**src/rtl/l2_output_encoder.sv**
```systemverilog
// rtl/l2_output_encoder.sv - three-channel outbound FIFO encoder with fence drain tracking
module l2_output_encoder #(
    parameter int DEPTH   = 2,
    parameter int REQ_W   = 128,
    parameter int RSP_W   = 160,
    parameter int RDRSP_W = 128
) (
    input  logic               clk,
    input  logic               rst,
    input  logic               send_req_out,
    input  logic [REQ_W-1:0]   send_req_out_data,
    input  logic               send_rsp_out,
    input  logic [RSP_W-1:0]   send_rsp_out_data,
    input  logic               send_rd_rsp,
    input  logic [RDRSP_W-1:0] send_rd_rsp_data,
    output logic               req_out_full,
    output logic               rsp_out_full,
    output logic               rd_rsp_full,
    output logic               l2_req_out_valid_int,
    input  logic               l2_req_out_ready_int,
    output logic [REQ_W-1:0]   l2_req_out_data,
    output logic               l2_rsp_out_valid_int,
    input  logic               l2_rsp_out_ready_int,
    output logic [RSP_W-1:0]   l2_rsp_out_data,
    output logic               l2_rd_rsp_valid_int,
    input  logic               l2_rd_rsp_ready_int,
    output logic [RDRSP_W-1:0] l2_rd_rsp_data,
    input  logic               drain_req,
    output logic               drain_in_progress,
    output logic               drain_done,
    output logic               overflow_err
);
    localparam int AW = $clog2(DEPTH);
    localparam int CW = AW + 1;
    localparam logic [CW-1:0] FULL_CNT = CW'(DEPTH);

    typedef enum logic [1:0] {ST_IDLE, ST_DRAIN, ST_DONE} drain_state_t;
    drain_state_t state, state_nxt;

    logic [REQ_W-1:0]   req_mem [DEPTH];
    logic [RSP_W-1:0]   rsp_mem [DEPTH];
    logic [RDRSP_W-1:0] rd_mem  [DEPTH];

    logic [AW-1:0] req_rd, req_wr, rsp_rd, rsp_wr, rd_rd, rd_wr;
    logic [CW-1:0] req_cnt, rsp_cnt, rd_cnt;
    logic [CW-1:0] req_cnt_nxt, rsp_cnt_nxt, rd_cnt_nxt;
    logic          req_push, req_pop, rsp_push, rsp_pop, rd_push, rd_pop;
    logic          ovf_now;

    // A full FIFO still accepts a push when its head retires on the same edge
    assign req_pop     = l2_req_out_valid_int && l2_req_out_ready_int;
    assign req_push    = send_req_out && ((req_cnt != FULL_CNT) || req_pop);
    assign req_cnt_nxt = req_cnt + CW'(req_push) - CW'(req_pop);

    assign rsp_pop     = l2_rsp_out_valid_int && l2_rsp_out_ready_int;
    assign rsp_push    = send_rsp_out && ((rsp_cnt != FULL_CNT) || rsp_pop);
    assign rsp_cnt_nxt = rsp_cnt + CW'(rsp_push) - CW'(rsp_pop);

    assign rd_pop      = l2_rd_rsp_valid_int && l2_rd_rsp_ready_int;
    assign rd_push     = send_rd_rsp && ((rd_cnt != FULL_CNT) || rd_pop);
    assign rd_cnt_nxt  = rd_cnt + CW'(rd_push) - CW'(rd_pop);

    // Any send that was refused because its FIFO stayed full
    assign ovf_now = (send_req_out && !req_push) || (send_rsp_out && !rsp_push)
                  || (send_rd_rsp && !rd_push);

    assign req_out_full = (req_cnt == FULL_CNT);
    assign rsp_out_full = (rsp_cnt == FULL_CNT);
    assign rd_rsp_full  = (rd_cnt == FULL_CNT);

    assign l2_req_out_valid_int = (req_cnt != '0);
    assign l2_rsp_out_valid_int = (rsp_cnt != '0);
    assign l2_rd_rsp_valid_int  = (rd_cnt != '0);

    assign l2_req_out_data = req_mem[req_rd];
    assign l2_rsp_out_data = rsp_mem[rsp_rd];
    assign l2_rd_rsp_data  = rd_mem[rd_rd];

    // Entry storage is not reset; payloads are only observed while valid
    always_ff @(posedge clk) begin
        if (req_push) req_mem[req_wr] <= send_req_out_data;
        if (rsp_push) rsp_mem[rsp_wr] <= send_rsp_out_data;
        if (rd_push)  rd_mem[rd_wr]   <= send_rd_rsp_data;
    end

    // Pointers, counts, sticky overflow and drain state
    always_ff @(posedge clk) begin
        if (!rst) begin
            req_rd       <= '0;
            req_wr       <= '0;
            req_cnt      <= '0;
            rsp_rd       <= '0;
            rsp_wr       <= '0;
            rsp_cnt      <= '0;
            rd_rd        <= '0;
            rd_wr        <= '0;
            rd_cnt       <= '0;
            overflow_err <= 1'b0;
            state        <= ST_IDLE;
        end else begin
            if (req_pop)  req_rd <= req_rd + AW'(1);
            if (req_push) req_wr <= req_wr + AW'(1);
            if (rsp_pop)  rsp_rd <= rsp_rd + AW'(1);
            if (rsp_push) rsp_wr <= rsp_wr + AW'(1);
            if (rd_pop)   rd_rd  <= rd_rd + AW'(1);
            if (rd_push)  rd_wr  <= rd_wr + AW'(1);
            req_cnt <= req_cnt_nxt;
            rsp_cnt <= rsp_cnt_nxt;
            rd_cnt  <= rd_cnt_nxt;
            if (ovf_now) overflow_err <= 1'b1;
            state <= state_nxt;
        end
    end

    // Drain FSM: leave DRAIN once every channel is empty after this edge
    always_comb begin
        state_nxt         = state;
        drain_in_progress = 1'b0;
        drain_done        = 1'b0;
        case (state)
            ST_IDLE: begin
                if (drain_req) state_nxt = ST_DRAIN;
            end
            ST_DRAIN: begin
                drain_in_progress = 1'b1;
                if (req_cnt_nxt == '0 && rsp_cnt_nxt == '0 && rd_cnt_nxt == '0)
                    state_nxt = ST_DONE;
            end
            ST_DONE: begin
                drain_done = 1'b1;
                state_nxt  = ST_IDLE;
            end
            default: state_nxt = ST_IDLE;
        endcase
    end
endmodule

```
**config.mk**
```make
export PLATFORM = sky130hd
export DESIGN_NAME = l2_output_encoder
export DESIGN_NICKNAME = d
export VERILOG_FILES = /design/src/rtl/l2_output_encoder.sv
export SDC_FILE = /design/constraint.sdc
export NUM_CORES = 1
export LEC_CHECK = 0
export BUFFER_PORTS_ARGS = -buffer_cell sky130_fd_sc_hd__buf_4
export CAP_MARGIN = 0
export CORE_AREA = 2 2 331 333
export CTS_CLUSTER_DIAMETER = 40
export CTS_CLUSTER_SIZE = 20
export DETAILED_ROUTE_END_ITERATION = 8
export DIE_AREA = 0 0 333 335
export SLEW_MARGIN = 10
export SYNTH_ARGS = -nofsm -noshare
export SYNTH_HDL_FRONTEND = slang
export SYNTH_SLANG_ARGS = --single-unit
```
**constraint.sdc**
```tcl
create_clock -name clk -period 13.4 [get_ports clk]
set_input_delay 2.68 -clock clk [delete_from_list [all_inputs] [get_ports clk]]
set_output_delay 2.68 -clock clk [all_outputs]
set_load 0.005 [all_outputs]
```
==> impl_results.md, run 1 <==
- Period utilisation layout: 46.2%
- Initial antenna violation count: 15
- Synth warn: 0
- Total gr overflow: 0
- Clock latency at the later pin of the worst-skew pair: roughly 0.68 ns
- Starting utilization of the core area: 28.5%
- Worst Skew: 0.0403 ns
- Share of post-route cells with drive strength above 1: roughly three fifths
- Fraction of synthesized area in multiplexers: 15.2%
- Tot GR Track Use: a little over an eighth
- Vias post-DR: 16500
- Port buffer count: 849
- Sink Count: 850
- Syn Inst Count: 1398
- Signal arrival time at the worst endpoint: 3.51 ns
- Top delay family on crit path: buffers and inverters
- Fraction of the yosys area taken by sequential cells: 82.3%
- WS Path Type: reg -> out
- Xor-xnor portion of the synthesized cell area: 0.256%
- Critical path, cell by cell: buf_4, buf_4, mux2_2, buf_4
- Synthesized area per cell: about 22 um2
- Drc violations: 0
- Category of the worst setup path capture point: output pin
- First-pass GRT wire length: between 100 and 150 mm
- Pin count of the biggest net entering global routing: 145
- Routed vias/inst: 4.30
- Leak pwr: 15.7 nW
- Power per unit of standard cell area: between 150 and 200 nW/um2
- Detailed-route wire length: 80.3 mm
- Final cell utilization of the core: 39.5%
- Worst Tran Pin Value: 1.16 ns
- Worst reg-to-reg setup slack: 10.14 ns
- Met1 global-route usage: 14.1%
- Count of TritonRoute iterations in the first routing pass: 5
- Largest family of logic cells by synthesized area: multiplexers
- Synth Area in Compound Gates: less than 1%
- Synthesis-to-layout area growth: 38.6%
- Die Outline Area: 112000 um2
- Busiest metal layer after global routing: met2
- Relative slew slack: 22.8%
- Clock input transition at the sequential cells of the worst setup and hold paths: roughly 0.06 ns
- Distinct cells, synth: 30
- Most prevalent standard cell on the critical path: buf_4
- Startpoint types: register
- Global-route track usage on met3: roughly 5.5%
- Final RePlAce weighted congestion: roughly 0.9
- HPWL after DPL: around 58 mm
- Final hold violation count: 0
- Multi-input combinational cell area: 5260 um2
- Result of the run: completed
- Clock Path Buffers: 3
- Cell area after synthesis: between 30000 and 40000 um2
- Total number of nets in the final design: 2751
- Number of max-slew violations in the final report: 0
- Maximum fanout count along the critical path: 79
- Routed WL per cell: 20.9 um
- Number of buffers inserted to repair setup after CTS: 0
- Net count of the mapped netlist: 1826
- Chip Height: 335 um
- Post-CTS resize count: 0
- Max incr delay on CP: 0.84 ns
- GRT met2 Usage: 24.2%
- Number of buffer and inverter stages on the critical path: 3
- Count of hold buffers inserted by post-cts repair: 0
- CP Data Required Time: around 11 ns
- Hold/Removal Path Class: reg -> reg
- Total of max-cap violations: 0
- Worst vdd rail ir drop: approximately 110 uV
- Floorplan row count: 121
- Via count of the first global-routing pass: 17800
- Number of register bits inferred by synthesis: 850
- Time the worst path needs with I/O delays and setup: 6.19 ns
- CTS root buffer: clkbuf_16
- Count of routing violations after the opening detailed-route iteration: 919
- RSZ-0062 raised after global routing: no
- Clock tree from TritonCTS: yes
- Width of the die: 333 um
- Post-route ant nets: 0
- Simple-Gate Fraction of Synth Area: 1.15%
- Floorplan core area: 108000 um2
- Number of buffers created by CTS: 108
- Top achievable clock speed: 0.162 GHz
- Post-route setup TNS: 0 ns
- Adder-cell share of the synthesized area: less than 1%
- # setup viols final: 0
- Number of filler cells placed in the layout: just under 10000
- Area used by sequential logic in the layout: 25400 um2
- Crit path max-delay cell type: buf_4
- I/O pin count: 850
- Number of H-tree levels: 3
-- where the power goes --
part	total [mW]	switching, mW	internal, mW
logic	1.33	0.576	0.757
clock network	2.94	1.23	1.71
registers	3.27	0.106	3.16
total	7.54	1.91	5.63
-- synthesized netlist by cell type --
library cell	number	area, um2
a21oi_1	5	25.0
a21oi_2	1	8.76
and2_1	14	87.6
and2_2	1	7.51
and3_1	2	12.5
and3_2	1	7.51
and3b_1	1	8.76
and4bb_1	2	25.0
buf_2	35	175
clkbuf_1	12	45.0
dfxtp_1	18	360
edfxtp_1	832	25000
ha_1	3	37.5
inv_1	3	11.3
mux2_2	416	4680
nand2_1	12	45.0
nand2b_1	5	31.3
nor2_1	8	30.0
nor2b_1	5	31.3
nor4_2	1	12.5
nor4b_1	1	8.76
nor4bb_1	1	10.0
o21a_1	3	22.5
o22ai_1	1	6.26
o31a_1	1	8.76
or2_2	3	18.8
or2b_1	1	7.51
or4b_1	1	10.0
xnor2_1	6	52.6
xor2_1	3	26.3
-- registers in the layout (all words and copies together), names as in the netlist, 2 cells and up, named ones only --
| signal | count |
|---|---|
| state | 2 |
| rd_mem | 256 |
| rsp_cnt | 2 |
| rsp_mem | 320 |
| req_cnt | 2 |
| rd_cnt | 2 |
| req_mem | 256 |
-- layout by cell type (no fill, tap or decap), types with 4 or more instances in the layout --
cell,count
clkinvlp_4,13
clkbuf_1,4
nor2b_1,5
clkbuf_16,108
a21oi_1,5
xnor2_1,6
nand2b_1,5
edfxtp_1,832
clkinv_8,5
and2_1,14
diode_2,12
mux2_2,416
bufinv_16,9
nor2_1,5
inv_6,22
dfxtp_1,15
clkinv_2,10
clkinv_4,13
clkinv_1,5
nand2_1,12
inv_8,10
buf_4,861
-- final cells by class --
cell class	instances	area share [%]
Tap cell	1414	4.15
Clock buffer	112	6.37
Inverter	3	0.0264
Antenna cell	12	0.0704
Sequential cell	850	59.4
Multi-Input combinational cell	498	12.3
Timing Repair Buffer	862	15.2
Clock inverter	91	2.45
-- final timing paths --
kind,from,end,depth (start not counted)
setup / recovery,register,l2_rsp_out_data[38],4
hold / removal,state[1],state[0],1
hold reg to reg,state[1],state[0],1
setup reg to reg,rsp_cnt[1],rsp_mem[1][9],5
-- layer usage --
| metal | part of all wire (%) | vias to the layer above |
|---|---|---|
| met4 | 3.3 | 6 |
| met2 | 52 | 645 |
| met3 | 8.8 | 151 |
| li1 | - | 7445 |
| met5 | 0.047 | - |
| met1 | 35 | 8271 |
-- logic make-up after synthesis --
family                     after synthesis
DFF                                    850
muxes                                  416
and+or+nand+nor                         59
buffers and inverters                   50
AOI/OAI and AO/OA                       11
xor gates and xnor gates                 9
adders and majority gates                3
-- stage by stage --
| stage | hold slack, ns | area, um2 | power, mW | instances | worst slack [ns] |
|---|---|---|---|---|---|
| 3_3_place_gp | 0.459 | 38900 | 4.65 | 3627 | 7.95 |
| 4_1_cts | 0.490 | 42600 | 7.64 | 3830 | 7.16 |
| 3_5_place_dp | 0.480 | 38900 | 4.68 | 3627 | 7.86 |
| 5_1_grt | 0.529 | 42700 | 7.83 | 3841 | 7.01 |
| 2_1_floorplan | 0.429 | 30800 | 3.93 | 1398 | 3.14 |
| 6_report | 0.488 | 42700 | 7.54 | 3842 | 7.21 |
Note: power is estimated with default switching activity, not from simulation.
==> inputs of run 2 (changes only) <==
--- a/config.mk
+++ b/config.mk
@@ -5,13 +5,14 @@
 export SDC_FILE = /design/constraint.sdc
 export NUM_CORES = 1
 export LEC_CHECK = 0
+export ABC_AREA = 1
 export BUFFER_PORTS_ARGS = -buffer_cell sky130_fd_sc_hd__buf_4
 export CAP_MARGIN = 0
-export CORE_AREA = 2 2 331 333
+export CORE_AREA = 2 2 330 332
 export CTS_CLUSTER_DIAMETER = 40
 export CTS_CLUSTER_SIZE = 20
 export DETAILED_ROUTE_END_ITERATION = 8
-export DIE_AREA = 0 0 333 335
+export DIE_AREA = 0 0 332 334
 export SLEW_MARGIN = 10
 export SYNTH_ARGS = -nofsm -noshare
 export SYNTH_HDL_FRONTEND = slang
==> constraint.sdc (replaced) <==
create_clock -name clk -period 5.63 [get_ports clk]
set_input_delay 1.126 -clock clk [delete_from_list [all_inputs] [get_ports clk]]
set_output_delay 1.126 -clock clk [all_outputs]
set_load 0.005 [all_outputs]
==> impl_results.md, run 2 <==
- Fraction of power spent switching nets: 25.1%
- Count of hold buffers inserted by post-cts repair: 0
- Final RePlAce weighted congestion: approximately 0.87
- CP Data Required Time: 4.50 ns
- Critical Path End: l2_rsp_out_data[126]
- Clock group share of total power: 40.0%
- Fraction of synthesized cell area taken by the top area cell type: 79.8%
- Die Outline Area: 111000 um2
- Main flop type after synthesis: edfxtp_1
- HPWL after DPL: 59.5 mm
- Relative slew slack: roughly two fifths
- Number of buffers created by CTS: 114
- Initial antenna violation count: 21
- Worst vdd rail ir drop: 283 uV
- Crit path max-delay cell type: dfxtp_4
- Largest register FFs: 320
- Total number of nets in the final design: 2798
- Simple-Gate Fraction of Synth Area: less than 1%
- Starting utilization of the core area: 29.0%
- Leak pwr: ~16 nW
- Detailed-route wire length: 82.8 mm
- Dominant cell by count in the synthesized netlist: edfxtp_1
- Result of the run: completed
- Startpoint of the worst-slack reg-to-reg timing path: rd_cnt[1]
- WS Path Type: reg -> out
- Post-route ant nets: 0
- Adder-cell share of the synthesized area: less than 1%
- Regs by FF count: rsp_mem (320), rd_mem (256), req_mem (256)
- Switching power: around 4.5 mW
- Startpoint types: register
- Pin count of the biggest net entering global routing: 130
- Top cells by count, synth: edfxtp_1 (832), mux2_2 (316), mux2_4 (100)
- Final hold violation count: 0
- Worst Tran Pin Value: 0.878 ns
- Maximum fanout count along the critical path: 37
- Number of buffers inserted to repair setup after CTS: 0
- Number of H-tree levels: 3
- # setup viols final: 0
- Syn Inst Count: around 1400
- Power share of the combinational group: 16.7%
- Drc violations: 0
- Main area contributors after synthesis: edfxtp_1 (80%), mux2_2 (11%), mux2_4 (4.8%)
- Clock Path Buffers: 3
- Register share of total power: a little over two fifths
- Power per unit of standard cell area: 413 nW/um2
- Worst Skew: between 0.04 and 0.05 ns
- Synth warn: 0
- Net count of the mapped netlist: 1861
- Share of post-route cells with drive strength above 1: 60.6%
- Fraction of the yosys area taken by sequential cells: 80.9%
- Total gr overflow: 0
- Xor-xnor portion of the synthesized cell area: 0%
- Width of the die: about 330 um
- Worst-case reg-to-reg path depth: 6
- Library cell occupying the most area in the post-synthesis netlist: edfxtp_1
- Synthesized area per cell: ~22 um2
- Routed WL per cell: 21.3 um
- Synth Area in Compound Gates: 0.324%
- Largest family of logic cells by synthesized area: multiplexers
- Fraction of synthesized area in multiplexers: ~16%
- Port buffer count: 849
- Synthesis-to-layout area growth: 38.4%
- Distinct cells, synth: 21
- Category of the worst setup path capture point: output pin
- Post-route setup TNS: 0 ns
- Top achievable clock speed: 0.265 GHz
- Routed vias/inst: 4.29
- Time the worst path needs with I/O delays and setup: 3.78 ns
- Vias post-DR: 16700
- Critical path, cell by cell: buf_4, mux2_2, buf_4
- Most prevalent standard cell on the critical path: buf_4
- Clock latency at the later pin of the worst-skew pair: 0.70 ns
- Count of TritonRoute iterations in the first routing pass: 5
- Count of routing violations after the opening detailed-route iteration: 895
- Number of synthesized flops with an enable pin: approximately 830
- I/O pin count: 850
- Worst reg-to-reg setup slack: 3.33 ns
- Signal arrival time at the worst endpoint: approximately 2.7 ns
- Chip Height: between 300 and 400 um
- Sink Count: 850
- Worst flop-to-flop path endpoint: rd_mem[0][47]
- Post-CTS resize count: 0
- Commonest non-fill, non-tap cells in the layout: buf_4 (858), edfxtp_1 (832), mux2_2 (316), clkbuf_16 (114), mux2_4 (100)
- Period utilisation layout: 67.1%
- Clock input transition at the sequential cells of the worst setup and hold paths: 0.05 ns
- Total of max-cap violations: 0
- Ys async rst share: 0%
- Cell area after synthesis: 31300 um2
- Floorplan row count: 121
- First-pass GRT wire length: 117 mm
- Floorplan core area: 108000 um2
- Via count of the first global-routing pass: 17900
- Number of register bits inferred by synthesis: 850
- Hold/Removal Path Class: reg -> reg
- Tot GR Track Use: 14.3%
- Final cell utilization of the core: about two fifths
- Number of max-slew violations in the final report: 0
- Max incr delay on CP: ~0.70 ns
- Clock tree from TritonCTS: yes
- RSZ-0062 raised after global routing: no
- Leading cell type in the layout, fill and taps excluded: buf_4
- Largest register by flop count: rsp_mem
- Int Power: 13.4 mW
- CTS root buffer: clkbuf_16
-- run 2: cell type report --
class,instances,area (um2)
fillers,9767,64500
flip-flops and latches,850,25400
repair buffers,868,6640
multi-input cells,506,5530
clock buffers,120,2880
well taps,1414,1770
clock inverters,94,1020
inverters,30,113
diodes,12,30.0
-- run 2: how the worst min path moves through the flow --
stage / start / end / slack (ns) / depth (start not counted)
final: rsp_rd / register / 0.45 / 1
after global routing: rsp_rd / rsp_rd / 0.47 / 1
after CTS: rsp_rd / rsp_rd / 0.45 / 1
after detailed placement: rsp_rd / register / 0.44 / 1
after global placement: rd_rd / register / 0.43 / 1
after floorplan: rd_rd / register / 0.43 / 1
-- run 2: power groups by stage --
stage / sequential (mW) / clock [mW] / combinational [mW]
floorplan: 7.80 / 0 / 1.51
global placement: 7.86 / 0 / 3.00
detailed placement: 7.89 / 0 / 3.03
CTS: 7.76 / 7.36 / 3.05
global route: 7.80 / 7.62 / 3.19
finish: 7.75 / 7.16 / 2.99
-- run 2: logic make-up (layout without fill, tap and decap cells) --
family / after synthesis / count (layout)
and+or+nand+nor: 67 / 67
DFF: 850 / 850
buffers and inverters: 77 / 1112
adders and majority gates: 3 / 3
AOI/OAI and AO/OA: 20 / 20
other: 0 / 12
muxes: 416 / 416
-- run 2: per-layer routing --
layer	vias up	global-route usage (%)	share of wire [%]
met5	-	0	0.063
met4	8	6.43	3.1
met3	165	5.34	8.8
met2	670	24.8	52
met1	8314	15.4	36
li1	7549	-	-
-- run 2: critical path: cells and delay by family (launching register included) --
kind | cells | cell delay [ns]
flops | 1 | 0.70
mux | 1 | 0.43
buf+inv | 2 | 0.78
-- run 2: per-stage QoR --
stage / instances / cell area (um2) / power [mW] / hold WS (ns) / worst slack, ns
2_1_floorplan: 1433 / 31300 / 9.31 / 0.426 / 0.472
3_3_place_gp: 3668 / 39400 / 10.9 / 0.430 / 2.56
3_5_place_dp: 3668 / 39400 / 10.9 / 0.443 / 2.52
4_1_cts: 3882 / 43300 / 18.2 / 0.452 / 1.74
5_1_grt: 3894 / 43300 / 18.6 / 0.474 / 1.70
6_report: 3894 / 43300 / 17.9 / 0.445 / 1.85
==> inputs of run 3 (changes only) <==
--- a/config.mk
+++ b/config.mk
@@ -8,11 +8,11 @@
 export ABC_AREA = 1
 export BUFFER_PORTS_ARGS = -buffer_cell sky130_fd_sc_hd__buf_4
 export CAP_MARGIN = 0
-export CORE_AREA = 2 2 330 332
+export CORE_AREA = 2 2 333 335
 export CTS_CLUSTER_DIAMETER = 40
 export CTS_CLUSTER_SIZE = 20
 export DETAILED_ROUTE_END_ITERATION = 8
-export DIE_AREA = 0 0 332 334
+export DIE_AREA = 0 0 335 337
 export SLEW_MARGIN = 10
 export SYNTH_ARGS = -nofsm -noshare
 export SYNTH_HDL_FRONTEND = slang
==> constraint.sdc (replaced) <==
create_clock -name clk -period 3.8 [get_ports clk]
set_input_delay 0.76 -clock clk [delete_from_list [all_inputs] [get_ports clk]]
set_output_delay 0.76 -clock clk [all_outputs]
set_load 0.005 [all_outputs]
==> impl_results.md, run 3 (synthesis gave the netlist of run 2 again) <==
- Total gr overflow: 0
- Time the worst path needs with I/O delays and setup: 3.29 ns
- # setup viols final: 0
- Floorplan row count: 122
- Startpoint types: register
- Number of buffers inserted to repair setup after CTS: 0
- Startpoint of the worst-slack reg-to-reg timing path: req_cnt[1]
- Final std cells w/o fill: 3941
- Met2 routed wirelength: 42.9 mm
- I/O pin count: 850
- Fin worst setup slack: 0.510 ns
- Wire length on met1: 30.4 mm
- Category of the worst setup path capture point: output pin
- Worst hold slack: ~0.24 ns
- WS Path Type: reg -> out
- First-pass GRT wire length: 117 mm
- Drc violations: 0
- Uppermost routed layer: met5
- Clock Path Buffers: 3
- Largest register by flop count: rsp_mem
- Number of buffers created by CTS: 115
- Period utilisation layout: 86.6%
- Routed vias/inst: 4.29
- Die Outline Area: about 110000 um2
- Worst-case reg-to-reg path depth: 13
- Leading cell type in the layout, fill and taps excluded: buf_4
- Worst reg-to-reg setup slack: 1.44 ns
- Commonest non-fill, non-tap cells in the layout: buf_4 (884), edfxtp_1 (832), mux2_2 (316), clkbuf_16 (115), mux2_4 (100)
- Number of max-slew violations in the final report: 0
- Routed WL per cell: between 20 and 25 um
- Total of max-cap violations: 0
- Result of the run: completed
- Worst Skew: 0.0641 ns
- Count of routing violations after the opening detailed-route iteration: 877
- Post-CTS resize count: 0
- Worst-case setup slack after placement: 1.06 ns
- Signal arrival time at the worst endpoint: 2.53 ns
- CP Data Required Time: 3.04 ns
- Synthesis-to-layout area growth: 40.5%
- Detailed-route wire length: 84.6 mm
- Count of TritonRoute iterations in the first routing pass: 5
- Maximum fanout count along the critical path: 49
- Vias post-DR: 16900
- Relative slew slack: between 30% and 40%
- CTS root buffer: clkbuf_16
- Final hold violation count: 0
- Regs by FF count: rsp_mem (320), rd_mem (256), req_mem (256)
- Min-Delay Endpoint: req_mem[1][89]
- Initial antenna violation count: 18
- Width of the die: about 340 um
- Clock input transition at the sequential cells of the worst setup and hold paths: 0.06 ns
- Top achievable clock speed: 0.304 GHz
- Worst Tran Pin Value: a little over 1 ns
- Clock latency at the later pin of the worst-skew pair: 0.70 ns
- Via count of the first global-routing pass: 18000
- Count of hold buffers inserted by post-cts repair: 0
- Hold Path Origin: send_req_out_data[89]
- Worst flop-to-flop path endpoint: state[0]
- Final RePlAce weighted congestion: a little over 0.8
- Total number of nets in the final design: 2838
- Tot GR Track Use: 14.1%
- Routed wire length on met3: 8.20 mm
- Port buffer count: 849
- RSZ-0062 raised after global routing: no
- Clock tree from TritonCTS: yes
- Final cell utilization of the core: approximately 40%
- Hold/Removal Path Class: in -> reg
- Starting utilization of the core area: 28.6%
- Worst vdd rail ir drop: 520 uV
- Floorplan core area: 110000 um2
- Cell count after placement: 3719
- Pin count of the biggest net entering global routing: 51
- Chip Height: around 340 um
- Min-Delay Path Depth: 1
- Power per unit of standard cell area: slightly above 600 nW/um2
- Leak pwr: 16.6 nW
- Number of H-tree levels: 3
- HPWL after DPL: 63.1 mm
- Post-route ant nets: 0
- Largest register FFs: 320
- Sink Count: 850
- Share of post-route cells with drive strength above 1: 61.3%
[run 3: layout make-up]
cell class / instances / area (um2)
antenna: 6 / 15.0
clock buffer: 122 / 2900
clock inverter: 94 / 1180
fill: 9888 / 65600
inverter: 30 / 113
multi-input combinational: 506 / 5530
sequential: 850 / 25400
tap: 1426 / 1780
timing repair buffer: 907 / 7100
[run 3: through the flow]
step           power, mW  cell area, um2  TNS, ns
6_report            27.1           44000        0
5_1_grt             28.2           44000        0
4_1_cts             27.5           44000        0
3_5_place_dp        16.4           39900        0
3_3_place_gp        16.3           39900        0
2_1_floorplan       13.8           31300  -505.00
[run 3: worst max-delay path by stage]
stage               depth (start not counted)            startpoint                    to  slack, ns
CTS                                         3              register  l2_rsp_out_data[120]       0.42
finish                                      3              register   l2_req_out_data[79]       0.51
floorplan                                   4   l2_rd_rsp_ready_int          rd_mem[1][0]      -0.99
detailed placement                          6  l2_rsp_out_ready_int        rsp_mem[1][74]       1.06
global route                                3              register   l2_req_out_data[79]       0.38
global placement                            6  l2_rsp_out_ready_int        rsp_mem[1][76]       1.09
[run 3: where the power goes]
group,total (mW),leakage (nW),switching [mW],internal [mW]
Combinational,4.62,6.69,2.06,2.56
Sequential,11.5,7.94,0.304,11.2
Clock,11.0,1.96,4.35,6.68
Total,27.1,16.6,6.71,20.4
[run 3: worst max-delay path: stages (launching register included)]
cell     delay (ns)
dfxtp_4        0.82
buf_4          0.41
mux2_2         0.43
buf_4          0.16
[run 3: metal layers]
layer  up-vias  GRT usage [%]
li1       7641              -
met1      8378           15.3
met2       711           24.2
met3       173           5.89
met4        16           6.19
met5         -              0
